$ cat src/rtl/player_motion_sequencer.sv
// Per-frame player pose sequencer: rotate, fetch sin/cos, propose a step, ask the collision checker, commit.
// Optional PLAYER_WALL_SLIDE_EN: a blocked step is retried as an x-only move, then a y-only move.
module player_motion_sequencer #(
  parameter int ROTATE_SPEED  = 1,
  parameter int FORWARD_SPEED = 5,
  parameter int X_MAX         = 639,
  parameter int Y_MAX         = 479,
  parameter int ACK_TIMEOUT   = 255
) (
  input  logic        clk,
  input  logic        reset,
  input  logic        frame_tick,
  input  logic        key_forward,
  input  logic        key_left,
  input  logic        key_right,
  output logic        trig_req,
  output logic [8:0]  trig_angle,
  input  logic        trig_ack,
  input  logic [15:0] trig_cos,
  input  logic [15:0] trig_sin,
  output logic        coll_req,
  output logic [15:0] coll_x,
  output logic [15:0] coll_y,
  input  logic        coll_ack,
  input  logic        coll_hit,
  output logic [15:0] x_position,
  output logic [15:0] y_position,
  output logic [8:0]  angle,
  output logic        busy,
  output logic        update_done,
  output logic        overrun
);

  localparam int CNT_W = $clog2(ACK_TIMEOUT + 1);
  localparam logic [CNT_W-1:0] CNT_LAST = CNT_W'(ACK_TIMEOUT - 1);
  localparam logic [23:0] X_LIM = 24'(X_MAX * 256);
  localparam logic [23:0] Y_LIM = 24'(Y_MAX * 256);
  localparam logic [9:0] ROT = 10'(ROTATE_SPEED);
  localparam logic signed [24:0] FWD = 25'(FORWARD_SPEED);

  typedef enum logic [2:0] {IDLE, ROTATE, TRIG, MOVE, CHECK} state_t;

  state_t state, state_next;
  logic [CNT_W-1:0] cnt_q, cnt_next;
  logic done_q, done_next;
  logic overrun_q;
  logic commit_x, commit_y;
  logic fwd_l, left_l, right_l;
  logic [8:0] angle_q, angle_next, angle_cw, angle_ccw;
  logic [9:0] rot_sum;
  logic [23:0] x_q, y_q, px_q, py_q;
  logic signed [15:0] cos_q, sin_q;
  logic signed [24:0] cos_ext, sin_ext, prod_x, prod_y, dx, dy, px_raw, py_raw;

`ifdef PLAYER_WALL_SLIDE_EN
  logic [1:0] stage_q, stage_next;
`endif

  // Negative proposals pin to the map origin, large ones to the far edge.
  function automatic logic [23:0] clamp(input logic signed [24:0] v, input logic [23:0] lim);
    if (v < 0)
      return 24'd0;
    else if (v > $signed({1'b0, lim}))
      return lim;
    else
      return v[23:0];
  endfunction

  assign rot_sum   = {1'b0, angle_q} + ROT;
  assign angle_cw  = (rot_sum >= 10'd360) ? 9'(rot_sum - 10'd360) : rot_sum[8:0];
  assign angle_ccw = ({1'b0, angle_q} >= ROT) ? 9'({1'b0, angle_q} - ROT)
                                              : 9'({1'b0, angle_q} + 10'd360 - ROT);

  assign cos_ext = {{9{cos_q[15]}}, cos_q};
  assign sin_ext = {{9{sin_q[15]}}, sin_q};
  assign prod_x  = cos_ext * FWD;
  assign prod_y  = sin_ext * FWD;
  assign dx      = prod_x >>> 6;
  assign dy      = prod_y >>> 6;
  assign px_raw  = $signed({1'b0, x_q}) + dx;
  assign py_raw  = $signed({1'b0, y_q}) + dy;

  always_comb begin
    state_next = state;
    cnt_next   = '0;
    done_next  = 1'b0;
    commit_x   = 1'b0;
    commit_y   = 1'b0;
    angle_next = angle_q;
`ifdef PLAYER_WALL_SLIDE_EN
    stage_next = stage_q;
`endif
    case (state)
      IDLE: begin
        if (frame_tick)
          state_next = ROTATE;
      end
      ROTATE: begin
        if (right_l && !left_l)
          angle_next = angle_cw;
        else if (left_l && !right_l)
          angle_next = angle_ccw;
        if (fwd_l) begin
          state_next = TRIG;
        end else begin
          state_next = IDLE;
          done_next  = 1'b1;
        end
      end
      TRIG: begin
        if (trig_ack) begin
          state_next = MOVE;
        end else if (cnt_q == CNT_LAST) begin
          state_next = IDLE;
          done_next  = 1'b1;
        end else begin
          cnt_next = cnt_q + CNT_W'(1);
        end
      end
      MOVE: begin
        state_next = CHECK;
`ifdef PLAYER_WALL_SLIDE_EN
        stage_next = 2'd0;
`endif
      end
      CHECK: begin
        if (coll_ack) begin
`ifdef PLAYER_WALL_SLIDE_EN
          // Stage 0 tries the full step, 1 the x component, 2 the y component.
          if (!coll_hit) begin
            commit_x   = (stage_q != 2'd2);
            commit_y   = (stage_q != 2'd1);
            state_next = IDLE;
            done_next  = 1'b1;
          end else if (stage_q != 2'd2) begin
            stage_next = stage_q + 2'd1;
          end else begin
            state_next = IDLE;
            done_next  = 1'b1;
          end
`else
          commit_x   = !coll_hit;
          commit_y   = !coll_hit;
          state_next = IDLE;
          done_next  = 1'b1;
`endif
        end else if (cnt_q == CNT_LAST) begin
          state_next = IDLE;
          done_next  = 1'b1;
        end else begin
          cnt_next = cnt_q + CNT_W'(1);
        end
      end
      default: state_next = IDLE;
    endcase
  end

  always_ff @(posedge clk or posedge reset) begin
    if (reset) begin
      state     <= IDLE;
      cnt_q     <= '0;
      done_q    <= 1'b0;
      overrun_q <= 1'b0;
`ifdef PLAYER_WALL_SLIDE_EN
      stage_q   <= 2'd0;
`endif
    end else begin
      state  <= state_next;
      cnt_q  <= cnt_next;
      done_q <= done_next;
`ifdef PLAYER_WALL_SLIDE_EN
      stage_q <= stage_next;
`endif
      if (frame_tick && state != IDLE)
        overrun_q <= 1'b1;
    end
  end

  always_ff @(posedge clk or posedge reset) begin
    if (reset) begin
      fwd_l   <= 1'b0;
      left_l  <= 1'b0;
      right_l <= 1'b0;
      angle_q <= '0;
      cos_q   <= '0;
      sin_q   <= '0;
      px_q    <= '0;
      py_q    <= '0;
      x_q     <= '0;
      y_q     <= '0;
    end else begin
      if (state == IDLE && frame_tick) begin
        fwd_l   <= key_forward;
        left_l  <= key_left;
        right_l <= key_right;
      end
      angle_q <= angle_next;
      if (state == TRIG && trig_ack) begin
        cos_q <= trig_cos;
        sin_q <= trig_sin;
      end
      if (state == MOVE) begin
        px_q <= clamp(px_raw, X_LIM);
        py_q <= clamp(py_raw, Y_LIM);
      end
      if (commit_x)
        x_q <= px_q;
      if (commit_y)
        y_q <= py_q;
    end
  end

`ifdef PLAYER_WALL_SLIDE_EN
  assign coll_x = (stage_q == 2'd2) ? x_q[23:8] : px_q[23:8];
  assign coll_y = (stage_q == 2'd1) ? y_q[23:8] : py_q[23:8];
`else
  assign coll_x = px_q[23:8];
  assign coll_y = py_q[23:8];
`endif

  assign trig_req    = (state == TRIG);
  assign coll_req    = (state == CHECK);
  assign trig_angle  = angle_q;
  assign angle       = angle_q;
  assign x_position  = x_q[23:8];
  assign y_position  = y_q[23:8];
  assign busy        = (state != IDLE);
  assign update_done = done_q;
  assign overrun     = overrun_q;

endmodule

$ cat config.mk
export PLATFORM = sky130hd
export DESIGN_NAME = player_motion_sequencer
export DESIGN_NICKNAME = d
export VERILOG_FILES = /design/src/rtl/player_motion_sequencer.sv
export SDC_FILE = /design/constraint.sdc
export NUM_CORES = 1
export LEC_CHECK = 0
export ABC_AREA = 1
export BUFFER_PORTS_ARGS = -buffer_cell sky130_fd_sc_hd__buf_2
export CORE_UTILIZATION = 45
export DETAILED_ROUTE_END_ITERATION = 10
export GPL_TIMING_DRIVEN = 0
export PLACE_DENSITY = 0.73
export SLEW_MARGIN = 10
export SYNTH_ARGS = -nofsm -noshare
export SYNTH_HDL_FRONTEND = slang
export SYNTH_SLANG_ARGS = --single-unit
$ cat constraint.sdc
create_clock -name clk -period 6.1 [get_ports clk]
set_input_delay 0.61 -clock clk [delete_from_list [all_inputs] [get_ports clk]]
set_output_delay 0.61 -clock clk [all_outputs]
set_load 0.05 [all_outputs]
==> metrics.csv <==
metric,value,unit
"Top FF cell, synth",dfrtp_1,
Core Area,25200,um^2
worst-case clock buffer depth,2,
Final ANT Viol Nets,0,
Worst-Margin Slew,0.857,ns
Tmin final,4.94,ns
Final Hold Viols,0,
RSZ-0062 raised after global routing,false,
postcts setup bufs,0,
crit path DAT,5.31,ns
ys async rst share,100,%
I/O pins,128,
Yosys reg bits,153,
HP Class,in -> async,
sequential element share of the synthesized area,33.1,%
number of global-route vias before repair,9614,
filler instances,2402,
P&R area growth vs syn,14.9,%
required time of the worst setup path,6.47,ns
Vias/cell,5.07,
Clock Tree Root,clkbuf_16,
# hold bufs at CTS,0,
Max Slew Vio Count,0,
Area contributors post-synth,"dfrtp_1 33%, ha_1 12%, nand2_1 12%",
Mapped Area,11600,um^2
# setup viols final,0,
clk_lat worst skew,0.44,ns
setup clock skew after layout,0.00778,ns
"Avg Cell Area, Syn",7.79,um^2
Synth cell types,47,
Synth top area share,33.1,%
relative slew slack,42.6,%
Critical Path Source Type,flop,
"most common cell after layout, fill and taps aside",nand2_1,
CP max FO,10,
layout cells sized above 1,20.2,%
period utilisation layout,81.0,%
cells after synthesis,1486,
Rows,58,
WS Path Type,reg -> reg,
Max Cap Viol,0,
initial cell density of the core,46.0,%
TritonCTS clock tree,built,
FMAX,202,MHz
CP Capture Type,flop,
1st-iter DRT viols,512,
IO Port Bufs,127,
Crit-path slowest cell,dfrtp_1,
wire length per cell,14.1,um
maximum number of pins on one net before global-route repair,123,
outcome,"complete, no violations",
all-layer global routing usage,22.0,%
Routed WL,27800,um
gp weighted congestion,0.909,
most frequent cells in the layout,"362 x nand2_1, 167 x inv_1, 153 x dfrtp_1",
H-tree depth,4,
cell mode on critical path,nand2_1,
Clock Sink Count,153,
total congestion overflow,0,
initial antenna violation count,1,
die area,26400,um^2
largest area contributor in the netlist,dfrtp_1,
Pre-Repair DR Iteration Count,5,
CP startpoint,cos_q[2],
vias,10000,
worst r2r src,cos_q[2],
Post-synth EDFFs,0,
HPWL after DPL,21700,um
Hold WS,0.129,ns
final net count,1787,
Final TNS setup,0,ns
Die X,162,um
DRC,0,
Num CTS Buffers,17,
first-pass GRT wire length,46600,um
CP peak stage delay,0.39,ns
Synth warnings,0,
Worst-path clk slew,0.06,ns
post-CTS sizing,0,
Die H,162,um
Syn Nets,1640,
-- kinds of logic (layout without fill, tap and decap cells) --
| kind of cell | after synthesis | after routing | synth area share (%) |
|---|---|---|---|
| simple gates | 650 | 650 | 24.3 |
| buf+inv | 269 | 428 | 11.3 |
| compound gates | 182 | 182 | 8.69 |
| flops | 153 | 153 | 33.1 |
| fa+ha+maj | 113 | 113 | 12.3 |
| xor+xnor | 60 | 60 | 4.54 |
| mux | 59 | 59 | 5.74 |
| other cells | 0 | 1 | 0 |
-- metal layers --
metal / wire length [um] / GRT usage, %
met2: 12500 / 35.9
met4: 317 / 4.97
met1: 13600 / 30.2
met3: 1390 / 3.87
met5: 0 / 0
-- critical path: cells and delay by family (launching register included) --
kind | cells | cell delay, ns
DFF | 1 | 0.39
and+or+nand+nor | 20 | 2.04
xor gates and xnor gates | 1 | 0.18
AOI/OAI and AO/OA | 5 | 1.20
buffers and inverters | 2 | 0.13
adders and majority gates | 3 | 0.96
-- Yosys cell counts, drive strengths merged, types with 4 or more instances --
cell type,count
nand4,37
a21oi,74
clkbuf,15
inv,175
nand3b,7
dfrtp,153
nand2,375
nor3,23
xnor2,21
nor2,119
or2,4
o21ai,74
ha,111
a31oi,9
o21bai,6
a21o,6
xor2,39
nand3,81
mux2,59
buf,79
-- cell type report --
cell class	count	area [um^2]	share of cell area, %
multi-input cells	1064	6440	48.4
well taps	330	413	3.10
clock buffers	22	474	3.56
flip-flops and latches	153	3830	28.8
diodes	1	2.50	0.0188
repair buffers	128	663	4.98
clock inverters	9	160	1.20
plain buffers	94	657	4.94
inverters	175	664	4.99
-- stage by stage --
step	util, %	setup slack [ns]	cell area, um^2	std cells
after global placement	50.2	-0.242	12600	1943
final	52.8	1.16	13300	1976
after CTS	52.8	1.17	13300	1975
after floorplan	-	1.37	11600	1486
after global routing	52.8	0.586	13300	1975
after detailed placement	50.3	1.18	12700	1944
-- path summary, 6_finish.rpt --
kind | endpoint | slack [ns] | depth (start not counted)
min | state[0] | 0.13 | 2
min reg2reg | overrun | 0.46 | 1
max in group asynchronous | px_q[14] | 5.09 | 3
max | px_q[4] | 1.16 | 31
max reg2reg | px_q[4] | 1.16 | 31
min in group clk | fwd_l | 0.39 | 3
-- sequential cells by signal (all words and copies together), names as in the netlist --
name and count:
cnt_q 8, overrun 1, cos_q 16, state 3
px_q 24, update_done 1, angle 9, left_l 1
x_q 24, py_q 24, fwd_l 1, y_q 24
sin_q 16, right_l 1
Power is left out: the tool's default activity adds up to more than one toggle a clock period on the data nets, which glitch-free logic cannot reach.
